File: src/rtl/csr_pkg.sv
// Shared definitions for the machine-mode CSR unit: CSR addresses, the CSR
// access opcode, the trap sequencer states and the mtvec/mepc low-bit mask.
package csr_pkg;

  localparam int unsigned XLEN = 32;
  localparam int unsigned AW   = 12;

  localparam logic [AW-1:0] CSR_MIE      = 12'h304;
  localparam logic [AW-1:0] CSR_MTVEC    = 12'h305;
  localparam logic [AW-1:0] CSR_MSCRATCH = 12'h340;
  localparam logic [AW-1:0] CSR_MEPC     = 12'h341;
  localparam logic [AW-1:0] CSR_MCAUSE   = 12'h342;
  localparam logic [AW-1:0] CSR_MCYCLE   = 12'hB00;
  localparam logic [AW-1:0] CSR_MCYCLEH  = 12'hB80;

  // Low two bits of mtvec (mode, direct only) and mepc read as zero.
  localparam logic [XLEN-1:0] MTVEC_MODE_MASK = 32'h0000_0003;

  typedef enum logic [1:0] {
    CSR_NONE = 2'b00,
    CSR_RW   = 2'b01,
    CSR_RS   = 2'b10,
    CSR_RC   = 2'b11
  } csr_op_e;

  typedef enum logic {
    ST_IDLE = 1'b0,
    ST_TRAP = 1'b1
  } csr_state_e;

  // New CSR value for a read-modify-write access.
  function automatic logic [XLEN-1:0] csr_wval(csr_op_e op, logic [XLEN-1:0] old_v,
                                               logic [XLEN-1:0] wd);
    case (op)
      CSR_RW:  csr_wval = wd;
      CSR_RS:  csr_wval = old_v | wd;
      CSR_RC:  csr_wval = old_v & ~wd;
      default: csr_wval = old_v;
    endcase
  endfunction

endpackage

File: src/rtl/csr_mcycle.sv
// 64-bit free-running cycle counter with separate low/high word load ports.
// Ports: clk_i, rst_i (async, active-high), wr_lo_i/wr_hi_i load strobes,
// wdata_i load value, count_o current count.
module csr_mcycle (
  input  logic        clk_i,
  input  logic        rst_i,
  input  logic        wr_lo_i,
  input  logic        wr_hi_i,
  input  logic [31:0] wdata_i,
  output logic [63:0] count_o
);

  logic [31:0] lo_q, lo_d, hi_q, hi_d;
  logic [32:0] lo_inc;

  // A low-word load suppresses the carry; a high-word load drops it.
  always_comb begin
    lo_inc = {1'b0, lo_q} + 33'd1;
    lo_d   = lo_inc[31:0];
    hi_d   = hi_q + 32'(lo_inc[32]);
    if (wr_lo_i) begin
      lo_d = wdata_i;
      hi_d = hi_q;
    end else if (wr_hi_i) begin
      hi_d = wdata_i;
    end
  end

  always_ff @(posedge clk_i or posedge rst_i) begin
    if (rst_i) begin
      lo_q <= '0;
      hi_q <= '0;
    end else begin
      lo_q <= lo_d;
      hi_q <= hi_d;
    end
  end

  assign count_o = {hi_q, lo_q};

endmodule

File: src/rtl/csr_machine_unit.sv
// Machine-mode CSR file and trap sequencer behind the interrupt controller.
// Optional feature macro: CSR_MCYCLE_EN adds the 64-bit mcycle counter.
// Ports:
//   clk_i, rst_i         clock, async active-high reset
//   csr_op_i/addr_i/wdata_i  CSR access from decode (funct3, address, operand)
//   pc_i                 PC of the instruction in flight, saved on trap
//   int_i/mcause_i       interrupt pulse and cause from the controller
//   mret_i               mret decoded this cycle
//   rdata_o              pre-write value of the addressed CSR (combinational)
//   mie_o/mtvec_o/mepc_o registered CSR values
//   trap_o/int_rst_o/illegal_o  per-cycle strobes (combinational)
module csr_machine_unit
  import csr_pkg::*;
(
  input  logic        clk_i,
  input  logic        rst_i,
  input  logic [2:0]  csr_op_i,
  input  logic [11:0] addr_i,
  input  logic [31:0] wdata_i,
  input  logic [31:0] pc_i,
  input  logic        int_i,
  input  logic [31:0] mcause_i,
  input  logic        mret_i,
  output logic [31:0] rdata_o,
  output logic [31:0] mie_o,
  output logic [31:0] mtvec_o,
  output logic [31:0] mepc_o,
  output logic        trap_o,
  output logic        int_rst_o,
  output logic        illegal_o
);

  csr_state_e      state_q, state_d;
  logic [XLEN-1:0] mie_q, mie_d;
  logic [XLEN-1:0] mtvec_q, mtvec_d;
  logic [XLEN-1:0] mscratch_q, mscratch_d;
  logic [XLEN-1:0] mepc_q, mepc_d;
  logic [XLEN-1:0] mcause_q, mcause_d;

  csr_op_e         op;
  logic            access;
  logic            hit;
  logic            wr_ok;
  logic [XLEN-1:0] old_val;
  logic [XLEN-1:0] new_val;

`ifdef CSR_MCYCLE_EN
  logic [63:0] mcycle_cnt;
  logic        mcycle_wr_lo;
  logic        mcycle_wr_hi;

  assign mcycle_wr_lo = wr_ok && (addr_i == CSR_MCYCLE);
  assign mcycle_wr_hi = wr_ok && (addr_i == CSR_MCYCLEH);

  csr_mcycle u_mcycle (
    .clk_i   (clk_i),
    .rst_i   (rst_i),
    .wr_lo_i (mcycle_wr_lo),
    .wr_hi_i (mcycle_wr_hi),
    .wdata_i (wdata_i),
    .count_o (mcycle_cnt)
  );
`endif

  // Address decode and old-value mux; bit 2 of funct3 only selects zimm.
  always_comb begin
    op      = csr_op_e'(csr_op_i[1:0]);
    access  = (op != CSR_NONE);
    hit     = 1'b1;
    old_val = '0;
    case (addr_i)
      CSR_MIE:      old_val = mie_q;
      CSR_MTVEC:    old_val = mtvec_q;
      CSR_MSCRATCH: old_val = mscratch_q;
      CSR_MEPC:     old_val = mepc_q;
      CSR_MCAUSE:   old_val = mcause_q;
`ifdef CSR_MCYCLE_EN
      CSR_MCYCLE:   old_val = mcycle_cnt[31:0];
      CSR_MCYCLEH:  old_val = mcycle_cnt[63:32];
`endif
      default:      hit = 1'b0;
    endcase
    new_val = csr_wval(op, old_val, wdata_i);
    // RS/RC with a zero operand are pure reads.
    wr_ok   = access && hit && ((op == CSR_RW) || (wdata_i != '0));
  end

  // Trap sequencer and CSR next-state; trap capture overrides CSR writes.
  always_comb begin
    state_d    = state_q;
    mie_d      = mie_q;
    mtvec_d    = mtvec_q;
    mscratch_d = mscratch_q;
    mepc_d     = mepc_q;
    mcause_d   = mcause_q;
    trap_o     = 1'b0;
    int_rst_o  = 1'b0;
    illegal_o  = access && !hit;
    rdata_o    = (access && hit) ? old_val : '0;

    if (wr_ok) begin
      case (addr_i)
        CSR_MIE:      mie_d      = new_val;
        CSR_MTVEC:    mtvec_d    = new_val & ~MTVEC_MODE_MASK;
        CSR_MSCRATCH: mscratch_d = new_val;
        CSR_MEPC:     mepc_d     = new_val & ~MTVEC_MODE_MASK;
        CSR_MCAUSE:   mcause_d   = new_val;
        default:      ;
      endcase
    end

    case (state_q)
      ST_IDLE: begin
        if (mret_i) begin
          illegal_o = 1'b1;
        end
        if (int_i) begin
          trap_o   = 1'b1;
          mepc_d   = pc_i & ~MTVEC_MODE_MASK;
          mcause_d = mcause_i;
          state_d  = ST_TRAP;
        end
      end
      ST_TRAP: begin
        // int_i is ignored here; the controller keeps the source pending.
        if (mret_i) begin
          int_rst_o = 1'b1;
          state_d   = ST_IDLE;
        end
      end
      default: state_d = ST_IDLE;
    endcase
  end

  always_ff @(posedge clk_i or posedge rst_i) begin
    if (rst_i) begin
      state_q    <= ST_IDLE;
      mie_q      <= '0;
      mtvec_q    <= '0;
      mscratch_q <= '0;
      mepc_q     <= '0;
      mcause_q   <= '0;
    end else begin
      state_q    <= state_d;
      mie_q      <= mie_d;
      mtvec_q    <= mtvec_d;
      mscratch_q <= mscratch_d;
      mepc_q     <= mepc_d;
      mcause_q   <= mcause_d;
    end
  end

  assign mie_o   = mie_q;
  assign mtvec_o = mtvec_q;
  assign mepc_o  = mepc_q;

endmodule
File: config.mk
export PLATFORM = sky130hd
export DESIGN_NAME = csr_machine_unit
export DESIGN_NICKNAME = d
export VERILOG_FILES = /design/src/rtl/csr_pkg.sv /design/src/rtl/csr_mcycle.sv /design/src/rtl/csr_machine_unit.sv
export SDC_FILE = /design/constraint.sdc
export NUM_CORES = 1
export LEC_CHECK = 0
export BUFFER_PORTS_ARGS = -buffer_cell sky130_fd_sc_hd__buf_2
export CAP_MARGIN = 0
export CORE_MARGIN = 3
export CORE_UTILIZATION = 53
export DETAILED_ROUTE_END_ITERATION = 7
export MAX_ROUTING_LAYER = met4
export PLACE_DENSITY = 0.84
export SLEW_MARGIN = 30
export SYNTH_ARGS = -nofsm -noshare
export SYNTH_HDL_FRONTEND = slang
export SYNTH_SLANG_ARGS = --single-unit
File: constraint.sdc
create_clock -name clk_i -period 8.5 [get_ports clk_i]
set_clock_uncertainty 0.1 [all_clocks]
set_input_delay 1.7 -clock clk_i [delete_from_list [all_inputs] [get_ports clk_i]]
set_output_delay 1.7 -clock clk_i [all_outputs]
set_load 0.005 [all_outputs]
==> results by group <==
Yosys
  – Top FF cell, synth: dfrtp_1
  – Yosys cell types: 54
  – Synth cell count leaders: dfrtp_1 (159), nor2_1 (108), a21oi_1 (88)
  – Area leader, netlist: dfrtp_1
  – Top-count cell post-synth: dfrtp_1
  – Share of the synthesized area in the top cell type: 0.4831
  – Main area contributors after synthesis: dfrtp_1 (48%), a22oi_1 (5.8%), a21oi_1 (5.3%)
  – Mapped Cells: 837
  – Post-synthesis sequential area ratio: 0.4831
  – Mapped cell area: 8235 um^2
  – Asr flop ratio synth: 1.000
  – Ys Warns: 0
  – FF+latch count, synth: 159
  – EDFF count, synth: 0
  – Syn_area_per_cell: 9.839 um^2

Floorplan
  – Row count: 44
  – Die area: 17070 um^2
  – Core Region: 14860 um^2
  – Chip width: 130.7 um
  – # IOs: 246
  – Die Height: 130.7 um
  – Initial cell density of the core: 0.5540

Critical path
  – Critical path class: input pin to output pin
  – Worst path cell trace: buf_2 -> nor2b_1 -> nand2_1 -> nor3_2 -> buf_4 -> a221o_2 -> and2_1 -> buf_2
  – Crit path max fanout: 11
  – CP bufs+invs: 3
  – Arr. time, crit path: 4.35 ns
  – Top cell by count, worst path: buf_2
  – Family with the most delay on the worst path: simple AND/OR/NAND/NOR gates
  – CP Data Required Time: 6.70 ns
  – Peak per-stage delay on the critical path: 0.68 ns
  – Critical Path End Type: output pin
  – Worst setup SP type: input pin
  – Crit path max-delay cell type: nor3_2

Outcome
  – Status: completed

STA
  – Crit share post-route: 0.7238
  – Slew headroom: 0.2843
  – Final Hold Viols: 0
  – Pins over their slew limit: 0
  – Setup TNS: 0 ns
  – Fin crit period: 6.152 ns
  – RSZ-0062 raised after global routing: no
  – Worst-Margin Slew: 1.070 ns
  – Worst hold slack: 0.3870 ns
  – Final setup fails: 0
  – Timing-limited maximum frequency: 162.5 MHz

Routing
  – Drc violations: 0
  – DR pass1 iterations: 6
  – First DRT Iteration DRCs: 980
  – DRT antenna net count: 0
  – Final WL: 30.18 mm
  – Wire per inst: 24.26 um
  – Drt via density: 6.599
  – DR vias: 8209

Power and ir drop
  – Switch Pwr: 0.5379 mW
  – Logic pwr share: 0.150
  – Sequential power share: 0.463
  – Clock power share: 0.388
  – Pwr dens: 188.2 nW/um^2
  – Cell Int Power: 1.366 mW
  – Leakage: 4.948 nW
  – VDD IR max: 0.1405 mV
  – Sw Share: 0.2826
  – Tot Pwr: 1.903 mW

Global route
  – Vias in the first global route: 8158
  – First-pass GRT wire length: 45.29 mm
  – Gr usage total: 0.3631
  – GRT Residual Overflow: 0
  – Initial antenna violation count: 3
  – Largest net degree at the start of global routing: 107

Clock tree
  – TritonCTS clock tree: yes
  – Max clock buf depth: 2
  – Postcts setup bufs: 0
  – Clock tree root driver cell: clkbuf_16
  – Total CTS buffers: 17
  – Post_cts resized: 0
  – Cts hold-fix bufs: 0
  – CTS sink count: 159
  – Skew-Pair Late Insertion Delay: 0.43 ns
  – CTS H-Tree Depth: 4
  – Reg clk slew, reported paths: 0.06 ns

Placed design
  – Port bufs: 240
  – Hpwl dp: 20.12 mm
  – GPL Wtd Cong: 0.9428

Cells and area
  – Nets: 1158
  – Layout area overhead: 22.79%
  – Proportion of layout cells with a drive suffix above 1: 0.3172

Run
  – Maxcap violations: 0

Min path
  – Min-Delay Path Class: flip-flop to flip-flop
-- cell type report --
| type | count | area, um^2 |
|---|---|---|
| antenna | 4 | 10.01 |
| clock buffer | 20 | 456.7 |
| clock inverter | 12 | 108.9 |
| fill | 1195 | 4752 |
| inverter | 7 | 33.78 |
| multi-input combinational | 602 | 3946 |
| sequential | 159 | 3979 |
| tap | 184 | 230.2 |
| timing repair buffer | 256 | 1348 |
-- registers in the layout, summed over array words and instances, names as in the netlist --
name and cells:
mepc_o 32, mtvec_o 30, mcause_q 32, state_q 1, mie_o 32, mscratch_q 32
-- stage by stage --
stage / instances / worst slack [ns] / util / cell area [um^2]
floorplan: 838 / 2.408 / - / 8239
global placement: 1203 / 2.259 / 0.6363 / 9458
detailed placement: 1208 / 2.227 / 0.6409 / 9527
CTS: 1240 / 2.191 / 0.6790 / 10090
global route: 1243 / 2.310 / 0.6801 / 10110
finish: 1244 / 2.348 / 0.6803 / 10110
-- cells by family after synthesis --
group	Yosys count	share of synthesized area
flops	159	0.4831
mux	47	0.05956
simple gates	215	0.1275
compound gates	337	0.2809
buf+inv	77	0.04740
other cells	1	0.0004554
xor+xnor	1	0.001064
-- cells in the final DEF (no fill, tap or decap), types with 3 or more instances in the layout --
cell type,n
inv_1,6
o21ai_1,19
clkbuf_16,17
buf_8,3
and2_1,31
o2bb2ai_1,9
a32oi_2,9
nor2b_1,4
buf_2,240
a221oi_1,3
mux2_2,12
a21o_1,4
nor4_1,11
nor3_1,5
a2bb2oi_1,5
mux2i_1,31
nand3_1,5
o22ai_1,11
nor2_1,107
nand2b_1,4
mux2_1,4
and3_2,3
a21oi_1,88
a222oi_1,8
nand2_1,24
a32oi_1,12
buf_4,12
o21ai_0,60
a22oi_1,64
diode_2,4
dfrtp_1,159
a221o_2,9
a22o_1,29
clkinv_4,3
clkinv_2,4
-- routing by layer --
metal / vias up / global-route usage / routed length, um
met5: - / - / 0
met3: 109 / 0.1073 / 3456
li1: 3579 / - / -
met2: 592 / 0.5458 / 14210
met4: 0 / 0.1724 / 1250
met1: 3929 / 0.4526 / 11260
-- worst reg2reg max path, cell delays in order, from the launching register on --
cell,delay (ns)
dfrtp_1,0.42
nor2b_4,0.52
nor3b_1,0.18
nand3_1,0.50
buf_4,0.41
o21ai_0,0.16
-- path summary, 6_finish.rpt --
check | to | start | cells past startpoint | slack [ns]
max in group asynchronous | mie_o[2]$_DFFE_PP0P_ | rst_i | 3 | 5.79
worst min register to register | mscratch_q[31]$_DFFE_PP0P_ | mscratch_q[31]$_DFFE_PP0P_ | 1 | 0.39
worst min-delay path | mscratch_q[31]$_DFFE_PP0P_ | mscratch_q[31]$_DFFE_PP0P_ | 1 | 0.39
worst max register to register | mepc_o[21]$_DFF_PP0_ | state_q$_DFF_PP0_ | 5 | 6.06
worst max-delay path | rdata_o[18] | addr_i[6] | 8 | 2.35
min in group asynchronous | mepc_o[20]$_DFF_PP0_ | rst_i | 2 | 1.31
-- power groups by stage --
stage          Clock (mW)  Sequential (mW)  Combinational [mW]
6_report            0.738            0.880               0.285
5_1_grt             0.775            0.887               0.313
4_1_cts             0.745            0.878               0.281
3_5_place_dp            0            0.890               0.279
3_3_place_gp            0            0.889               0.266
2_1_floorplan           0            0.882               0.155
Note: power is estimated with default switching activity, not from simulation.
